<file path="src/rtl/ctrl_fsm.sv">
// ctrl_fsm: multi-cycle control FSM (fetch/decode/exec/mem/wb/halt).
// Optional cycle/retire counters are built when CTRL_FSM_PERF_EN is defined.
module ctrl_fsm #(
  parameter int unsigned STALL_MAX = 255
) (
  input  logic        clk,
  input  logic        rst,
  input  logic [5:0]  op,
  input  logic [13:0] signal,
  input  logic        zero,
  input  logic        mem_ready,
  output logic        ir_we,
  output logic        pc_we,
  output logic        reg_we,
  output logic        mem_rd,
  output logic        mem_wr,
  output logic        mem_byte,
  output logic        iord,
  output logic        pc_src,
  output logic        alu_op,
  output logic        alu_src_a,
  output logic        mem2reg,
  output logic [1:0]  alu_src_b,
  output logic [1:0]  reg_dst,
  output logic [2:0]  state,
  output logic        instr_done,
  output logic        bus_err,
  output logic [31:0] cyc_cnt,
  output logic [31:0] ret_cnt
);

  typedef enum logic [2:0] {
    S_FETCH  = 3'd0,
    S_DECODE = 3'd1,
    S_EXEC   = 3'd2,
    S_MEM    = 3'd3,
    S_WB     = 3'd4,
    S_HALT   = 3'd5
  } state_e;

  localparam logic [7:0] STALL_LIM = 8'(STALL_MAX);
  localparam logic [5:0] OP_BEQ    = 6'h04;

  state_e      state_q, state_d;
  logic [13:0] cw_q, cw_d;
  logic [5:0]  opq_q, opq_d;
  logic [7:0]  wait_q, wait_d;
  logic        bus_err_q, bus_err_d;

  // Control word fields as latched in DECODE.
  logic       cw_byte, cw_aluop, cw_sa, cw_m2r;
  logic       cw_regw, cw_memr, cw_memw;
  logic       cw_pcs, cw_pcwc, cw_pcw;
  logic [1:0] cw_sb, cw_rdst;

  assign cw_byte  = cw_q[13];
  assign cw_aluop = cw_q[12];
  assign cw_sa    = cw_q[11];
  assign cw_sb    = cw_q[10:9];
  assign cw_rdst  = cw_q[8:7];
  assign cw_m2r   = cw_q[6];
  assign cw_regw  = cw_q[5];
  assign cw_memr  = cw_q[4];
  assign cw_memw  = cw_q[3];
  assign cw_pcs   = cw_q[2];
  assign cw_pcwc  = cw_q[1];
  assign cw_pcw   = cw_q[0];

  // Raw (ungated) strobes from the decoder.
  logic       ir_we_c, pc_we_c, reg_we_c;
  logic       mem_rd_c, mem_wr_c, mem_byte_c;
  logic       iord_c, pc_src_c, alu_op_c;
  logic       alu_src_a_c, mem2reg_c, done_c;
  logic [1:0] alu_src_b_c, reg_dst_c;
  logic       stall_c, use_cw_c;
  logic [7:0] wait_inc;

  assign wait_inc = wait_q + 8'd1;

  // State and latched decode registers.
  always_ff @(posedge clk or posedge rst) begin
    if (rst) begin
      state_q   <= S_FETCH;
      cw_q      <= '0;
      opq_q     <= '0;
      wait_q    <= '0;
      bus_err_q <= 1'b0;
    end else begin
      state_q   <= state_d;
      cw_q      <= cw_d;
      opq_q     <= opq_d;
      wait_q    <= wait_d;
      bus_err_q <= bus_err_d;
    end
  end

  // Next-state, stall watchdog and strobe decode.
  always_comb begin
    state_d     = state_q;
    cw_d        = cw_q;
    opq_d       = opq_q;
    wait_d      = '0;
    bus_err_d   = bus_err_q;
    ir_we_c     = 1'b0;
    pc_we_c     = 1'b0;
    reg_we_c    = 1'b0;
    mem_rd_c    = 1'b0;
    mem_wr_c    = 1'b0;
    mem_byte_c  = 1'b0;
    iord_c      = 1'b0;
    pc_src_c    = 1'b0;
    alu_op_c    = 1'b0;
    alu_src_a_c = 1'b0;
    mem2reg_c   = 1'b0;
    alu_src_b_c = 2'b00;
    reg_dst_c   = 2'b00;
    done_c      = 1'b0;
    stall_c     = 1'b0;
    use_cw_c    = (state_q == S_EXEC) ||
                  (state_q == S_MEM)  ||
                  (state_q == S_WB);

    if (use_cw_c) begin
      mem_byte_c  = cw_byte;
      alu_op_c    = cw_aluop;
      alu_src_a_c = cw_sa;
      alu_src_b_c = cw_sb;
      reg_dst_c   = cw_rdst;
      mem2reg_c   = cw_m2r;
      pc_src_c    = cw_pcs;
    end

    unique case (state_q)
      S_FETCH: begin
        mem_rd_c    = 1'b1;
        alu_src_b_c = 2'b01;
        if (mem_ready) begin
          ir_we_c = 1'b1;
          pc_we_c = 1'b1;
          state_d = S_DECODE;
        end else begin
          stall_c = 1'b1;
        end
      end
      S_DECODE: begin
        cw_d    = signal;
        opq_d   = op;
        state_d = S_EXEC;
      end
      S_EXEC: begin
        if (cw_pcw) begin
          pc_we_c = 1'b1;
          state_d = cw_regw ? S_WB : S_FETCH;
        end else if (cw_pcwc) begin
          pc_we_c = (opq_q == OP_BEQ) ? zero : ~zero;
          state_d = S_FETCH;
        end else if (cw_memr || cw_memw) begin
          state_d = S_MEM;
        end else if (cw_regw) begin
          state_d = S_WB;
        end else begin
          state_d = S_FETCH;
        end
      end
      S_MEM: begin
        iord_c   = 1'b1;
        mem_rd_c = cw_memr;
        mem_wr_c = cw_memw;
        if (mem_ready) begin
          state_d = cw_memr ? S_WB : S_FETCH;
        end else begin
          stall_c = 1'b1;
        end
      end
      S_WB: begin
        reg_we_c = 1'b1;
        state_d  = S_FETCH;
      end
      S_HALT: begin
        state_d = S_HALT;
      end
      default: begin
        state_d = S_HALT;
      end
    endcase

    // Consecutive wait cycles; hitting the limit traps to HALT.
    if (stall_c) begin
      wait_d = wait_inc;
      if (wait_inc >= STALL_LIM) begin
        wait_d    = '0;
        state_d   = S_HALT;
        bus_err_d = 1'b1;
      end
    end

    done_c = use_cw_c && (state_d == S_FETCH);
  end

  // Reset forces every strobe low without waiting for a clock edge.
  assign ir_we      = ir_we_c     & ~rst;
  assign pc_we      = pc_we_c     & ~rst;
  assign reg_we     = reg_we_c    & ~rst;
  assign mem_rd     = mem_rd_c    & ~rst;
  assign mem_wr     = mem_wr_c    & ~rst;
  assign mem_byte   = mem_byte_c  & ~rst;
  assign iord       = iord_c      & ~rst;
  assign pc_src     = pc_src_c    & ~rst;
  assign alu_op     = alu_op_c    & ~rst;
  assign alu_src_a  = alu_src_a_c & ~rst;
  assign mem2reg    = mem2reg_c   & ~rst;
  assign alu_src_b  = alu_src_b_c & {2{~rst}};
  assign reg_dst    = reg_dst_c   & {2{~rst}};
  assign instr_done = done_c      & ~rst;
  assign state      = state_q;
  assign bus_err    = bus_err_q;

`ifdef CTRL_FSM_PERF_EN
  logic [31:0] cyc_q, ret_q;

  // Free-running cycle and retired-instruction counters.
  always_ff @(posedge clk or posedge rst) begin
    if (rst) begin
      cyc_q <= '0;
      ret_q <= '0;
    end else begin
      cyc_q <= cyc_q + 32'd1;
      if (done_c) ret_q <= ret_q + 32'd1;
    end
  end

  assign cyc_cnt = cyc_q;
  assign ret_cnt = ret_q;
`else
  assign cyc_cnt = '0;
  assign ret_cnt = '0;
`endif

endmodule

</file>
<file path="config.mk">
export PLATFORM = sky130hd
export DESIGN_NAME = ctrl_fsm
export DESIGN_NICKNAME = d
export VERILOG_FILES = /design/src/rtl/ctrl_fsm.sv
export SDC_FILE = /design/constraint.sdc
export NUM_CORES = 1
export LEC_CHECK = 0
export ABC_CLOCK_PERIOD_IN_PS = 2900
export CORE_MARGIN = 4
export CORE_UTILIZATION = 42
export CTS_BUF_LIST = sky130_fd_sc_hd__clkbuf_8
export CTS_CLUSTER_SIZE = 28
export DETAILED_ROUTE_END_ITERATION = 16
export PLACE_DENSITY = 0.85
export SLEW_MARGIN = 20
export SYNTH_ARGS = -nofsm -noshare
export SYNTH_HDL_FRONTEND = slang
export SYNTH_SLANG_ARGS = --single-unit
</file>
<file path="constraint.sdc">
create_clock -name clk -period 2.9 [get_ports clk]
set_input_delay 0.87 -clock clk [delete_from_list [all_inputs] [get_ports clk]]
set_output_delay 0.87 -clock clk [all_outputs]
set_load 0.02 [all_outputs]
</file>
==> flow_summary.html, run 1 <==
<table>
<tr><th>Metric</th><th>Value</th></tr>
<tr><th colspan="2">Clock tree</th></tr>
<tr><td>Clk root buf</td><td>sky130_fd_sc_hd__clkbuf_8</td></tr>
<tr><td>Post-CTS setup buffer count</td><td>0</td></tr>
<tr><td>Number of buffers added by the clock tree synthesis step</td><td>5</td></tr>
<tr><td>Clk Latency, worst-skew pair</td><td>0.28 ns</td></tr>
<tr><td>Clock buffer depth</td><td>2</td></tr>
<tr><td>TritonCTS clock tree</td><td>built</td></tr>
<tr><td>Clock-pin slew reported for the worst setup and hold paths after clock tree synthesis</td><td>0.07 ns</td></tr>
<tr><td>TritonCTS Sinks</td><td>32</td></tr>
<tr><td>Number of buffers inserted for hold repair after clock tree synthesis</td><td>0</td></tr>
<tr><td># H-tree levels</td><td>2</td></tr>
<tr><th colspan="2">Finish</th></tr>
<tr><td>Final #Nets</td><td>304</td></tr>
<tr><td>Final core occ</td><td>0.541</td></tr>
<tr><td>Synthesis-to-layout area growth</td><td>21.8%</td></tr>
<tr><td>Fill cell instance count of the final layout</td><td>445</td></tr>
<tr><td>Area taken by multi-input logic gates</td><td>1080 um^2</td></tr>
<tr><td>Share of post-route cells with drive strength above 1</td><td>0.211</td></tr>
<tr><td>Sequential cell area in the final layout</td><td>801 um^2</td></tr>
<tr><td>Final antenna diode count</td><td>0</td></tr>
<tr><th colspan="2">STA</th></tr>
<tr><td>Relative slew slack</td><td>0.585</td></tr>
<tr><td>Min Hold Slack</td><td>0.498 ns</td></tr>
<tr><td>Unrepaired setup endpoints after global routing</td><td>yes</td></tr>
<tr><td>Max Transition Viols Final</td><td>0</td></tr>
<tr><td>Max frequency</td><td>344 MHz</td></tr>
<tr><td>Final Critical Period</td><td>2.91 ns</td></tr>
<tr><td>Final setup slack of the worst path</td><td>-0.00624 ns</td></tr>
<tr><td>Final Hold Vio Count</td><td>0</td></tr>
<tr><td>Layout Skew</td><td>0.0102 ns</td></tr>
<tr><td>Actual slew at the worst max-slew pin</td><td>0.620 ns</td></tr>
<tr><td>Number of setup violations in the final report</td><td>1</td></tr>
<tr><td>Period utilization</td><td>1.00</td></tr>
<tr><th colspan="2">Setup path</th></tr>
<tr><td>Kind of critical path</td><td>reg -&gt; out</td></tr>
<tr><td>Startpoint kind of the worst setup timing path</td><td>flip-flop</td></tr>
<tr><td>Critical Path End Type</td><td>primary output</td></tr>
<tr><td>Data arrival at the endpoint of the critical path</td><td>2.04 ns</td></tr>
<tr><td>Cells along the critical path</td><td>or4b_4 &gt; nor3_4 &gt; xnor2_1 &gt; a21oi_1 &gt; nor3_1 &gt; buf_2</td></tr>
<tr><td>Required time of the worst setup path</td><td>2.03 ns</td></tr>
<tr><td>Delay of the slowest cell on the worst path</td><td>0.55 ns</td></tr>
<tr><td>Crit-path max FO</td><td>2</td></tr>
<tr><td>Critical path's slowest cell</td><td>sky130_fd_sc_hd__or4b_4</td></tr>
<tr><th colspan="2">Outcome</th></tr>
<tr><td>Result of the run</td><td>finished with violations</td></tr>
<tr><td>Violations in the final reports</td><td>setup timing</td></tr>
<tr><th colspan="2">Yosys</th></tr>
<tr><td>Portion of netlist area occupied by mux cells</td><td>0.105</td></tr>
<tr><td>Summed instance area of the synthesized netlist</td><td>2140 um^2</td></tr>
<tr><td>Dominant combinational cell family by area after synthesis</td><td>buffers and inverters</td></tr>
<tr><td>Adder-cell share of the synthesized area</td><td>0.0117</td></tr>
<tr><td>Ranking of synthesized cells by area</td><td>sky130_fd_sc_hd__dfrtp_1 (37%), sky130_fd_sc_hd__buf_4 (22%), sky130_fd_sc_hd__mux2_2 (11%)</td></tr>
<tr><td>Area fraction in compound gates after synthesis</td><td>0.0573</td></tr>
<tr><td>Sequential cell area fraction in the yosys report</td><td>0.374</td></tr>
<tr><td>Synth unique cells</td><td>39</td></tr>
<tr><td>Post-synth top area cell</td><td>sky130_fd_sc_hd__dfrtp_1</td></tr>
<tr><td>Number of flip-flops and latches in the synthesized netlist</td><td>32</td></tr>
<tr><td>Most used DFF post-synth</td><td>sky130_fd_sc_hd__dfrtp_1</td></tr>
<tr><td>Simple logic cell fraction of the synthesized area</td><td>0.175</td></tr>
<tr><td>Xor-xnor portion of the synthesized cell area</td><td>0.0287</td></tr>
<tr><td>Cell with the most instances after synthesis</td><td>sky130_fd_sc_hd__buf_4</td></tr>
<tr><td>Synth Instances</td><td>220</td></tr>
<tr><td>Number of enable flip-flop cells after synthesis</td><td>0</td></tr>
<tr><td>Share of Yosys cell area claimed by the top area cell type</td><td>0.374</td></tr>
<tr><td>Yosys synthesis warning count</td><td>0</td></tr>
<tr><td>Ys async rst share</td><td>1.00</td></tr>
<tr><td>Ranking of synthesized cells by instance count</td><td>sky130_fd_sc_hd__buf_4 (64), sky130_fd_sc_hd__dfrtp_1 (32), sky130_fd_sc_hd__mux2_2 (20), sky130_fd_sc_hd__nor2_1 (16), sky130_fd_sc_hd__and2_1 (11)</td></tr>
<tr><td>Avg Inst Size Synth</td><td>9.73 um^2</td></tr>
<tr><th colspan="2">Placement</th></tr>
<tr><td>HPWL after DPL</td><td>3.33 mm</td></tr>
<tr><td>GP Congestion</td><td>0.866</td></tr>
<tr><td>Worst-case setup slack after placement</td><td>-0.561 ns</td></tr>
<tr><td>Number of buffer cells added on primary ports</td><td>43</td></tr>
<tr><th colspan="2">Floorplan</th></tr>
<tr><td>Count of pins on the block boundary</td><td>108</td></tr>
<tr><td>Initial Utilization</td><td>0.444</td></tr>
<tr><td>Die ar.</td><td>6300 um^2</td></tr>
<tr><td>Horiz. Die Dim</td><td>79.4 um</td></tr>
<tr><td>Total core area</td><td>4820 um^2</td></tr>
<tr><td>Core Rows</td><td>25</td></tr>
<tr><td>Die height</td><td>79.4 um</td></tr>
<tr><th colspan="2">Detailed routing</th></tr>
<tr><td>Total routed wirelength</td><td>4.13 mm</td></tr>
<tr><td>Starting DRC count in detailed routing</td><td>43</td></tr>
<tr><td>Vias</td><td>1525</td></tr>
<tr><td>First-pass iteration count of the detailed router</td><td>4</td></tr>
<tr><td>Routed Antenna Nets</td><td>0</td></tr>
<tr><td>DRC viols</td><td>0</td></tr>
<tr><td>Vias per cell</td><td>4.41</td></tr>
<tr><td>DR WL/cell</td><td>11.9 um</td></tr>
<tr><th colspan="2">Global route</th></tr>
<tr><td>Total gr overflow</td><td>0</td></tr>
<tr><td>Global-route wire length before repair</td><td>6.31 mm</td></tr>
<tr><td>Antenna violations before repair</td><td>0</td></tr>
<tr><td>Overall fraction of global-route tracks in use</td><td>0.125</td></tr>
<tr><td>Largest net degree at the start of global routing</td><td>33</td></tr>
<tr><td>Vias in the first global route</td><td>1382</td></tr>
<tr><th colspan="2">Flow run</th></tr>
<tr><td>Max-cap violation count</td><td>0</td></tr>
<tr><th colspan="2">Power and ir drop</th></tr>
<tr><td>Overall power</td><td>2.13 mW</td></tr>
<tr><td>P_leak</td><td>1.25 nW</td></tr>
<tr><td>Pwr dens</td><td>817 nW/um^2</td></tr>
<tr><td>Largest voltage drop on the vdd net</td><td>346 uV</td></tr>
<tr><th colspan="2">Hold path</th></tr>
<tr><td>Worst min-delay path category</td><td>reg -&gt; reg</td></tr>
</table>
[what timing repair did]
item	4_1_cts	5_1_grt
endpoints found under the hold margin	0	0
endpoints found under the setup margin	16	1
pin swaps	1	5
gates resized for setup	33	2
[report_power, final]
part           switching, mW  internal, mW
clock network          0.164         0.254
registers              0.134         0.620
logic                  0.490         0.467
[critical path: cells and delay by family (launching register included)]
| kind | cells | cell delay [ns] |
|---|---|---|
| flip-flops | 1 | 0.39 |
| XOR/XNOR | 1 | 0.14 |
| AO/OA/AOI/OAI | 1 | 0.08 |
| AND/OR/NAND/NOR | 3 | 0.95 |
| buffers and inverters | 1 | 0.20 |
[state kept, by name, summed over array words and instances (netlist names)]
register / count
bus_err: 1
cw_q: 14
opq_q: 6
state: 3
wait_q: 8
[cells in the final DEF, fill, tap and decap left out, drive strengths merged]
master / n
conb: 64
ha: 2
buf: 17
clkdlybuf4s50: 25
clkinv: 1
clkinvlp: 1
dlygate4sd2: 15
nor2: 17
and2: 11
o31ai: 1
nor3: 8
a21oi: 7
inv: 3
o32a: 1
nand2: 11
nor3b: 2
xnor2: 5
dfrtp: 32
a211oi: 1
a31oi: 1
clkdlybuf4s15: 1
and3: 3
bufinv: 1
and4b: 1
a31o: 1
o21ai: 4
or4b: 2
mux2: 20
xor2: 2
nand4: 1
nand2b: 3
or4: 1
clkbuf: 5
nand3: 3
o2111a: 1
nor2b: 4
a22oi: 1
[per-stage QoR]
stage          std cells  instance area [um^2]  TNS [ns]
2_1_floorplan        283                  2380         0
3_3_place_gp         338                  2490     -6.40
3_5_place_dp         338                  2490     -6.68
4_1_cts              346                  2600   -0.0721
5_1_grt              346                  2610   -0.0308
6_report             346                  2610  -0.00624
[path summary, 6_finish.rpt]
| path | start | depth (start not counted) | slack [ns] | end |
|---|---|---|---|---|
| worst min register to register | cw_q[13] | 1 | 0.50 | cw_q[13] |
| min in group asynchronous | rst | 4 | 1.03 | state[2] |
| worst min-delay path | cw_q[13] | 1 | 0.50 | cw_q[13] |
| worst max register to register | wait_q[0] | 6 | 0.71 | state[1] |
| max in group asynchronous | rst | 4 | 1.57 | cw_q[2] |
| worst max-delay path | opq_q[3] | 6 | -0.006 | pc_we |
[metal layers]
layer | track usage | vias to the layer above | share of wire
li1 | - | 726 | -
met1 | 0.146 | 733 | 0.39
met2 | 0.216 | 62 | 0.53
met3 | 0.0406 | 4 | 0.077
met4 | 0.0412 | 0 | 0.0056
met5 | 0 | - | 0
[layout make-up]
| type | count | area share |
|---|---|---|
| well taps | 67 | 0.0322 |
| multi-input cells | 178 | 0.415 |
| repair buffers | 58 | 0.199 |
| clock inverters | 3 | 0.0163 |
| clock buffers | 5 | 0.0264 |
| inverters | 3 | 0.00432 |
| flip-flops and latches | 32 | 0.307 |
[kinds of logic after synthesis]
| group | count (synthesis) |
|---|---|
| AOI/OAI and AO/OA | 18 |
| xor gates and xnor gates | 7 |
| adders and majority gates | 2 |
| buffers and inverters | 73 |
| DFF | 32 |
| muxes | 20 |
| other | 1 |
| and+or+nand+nor | 67 |
No activity file was read; power rests on OpenSTA's default activity.
==> run 2: changes to the inputs <==
--- a/config.mk
+++ b/config.mk
@@ -6,13 +6,14 @@
 export NUM_CORES = 1
 export LEC_CHECK = 0
 export ABC_CLOCK_PERIOD_IN_PS = 2900
+export CAP_MARGIN = 0
 export CORE_MARGIN = 4
 export CORE_UTILIZATION = 42
 export CTS_BUF_LIST = sky130_fd_sc_hd__clkbuf_8
 export CTS_CLUSTER_SIZE = 28
 export DETAILED_ROUTE_END_ITERATION = 16
 export PLACE_DENSITY = 0.85
-export SLEW_MARGIN = 20
+export SLEW_MARGIN = 30
 export SYNTH_ARGS = -nofsm -noshare
 export SYNTH_HDL_FRONTEND = slang
 export SYNTH_SLANG_ARGS = --single-unit
==> results of run 2 <==
Same layout as run 1: the final DEF is identical, and so are final timing and power.
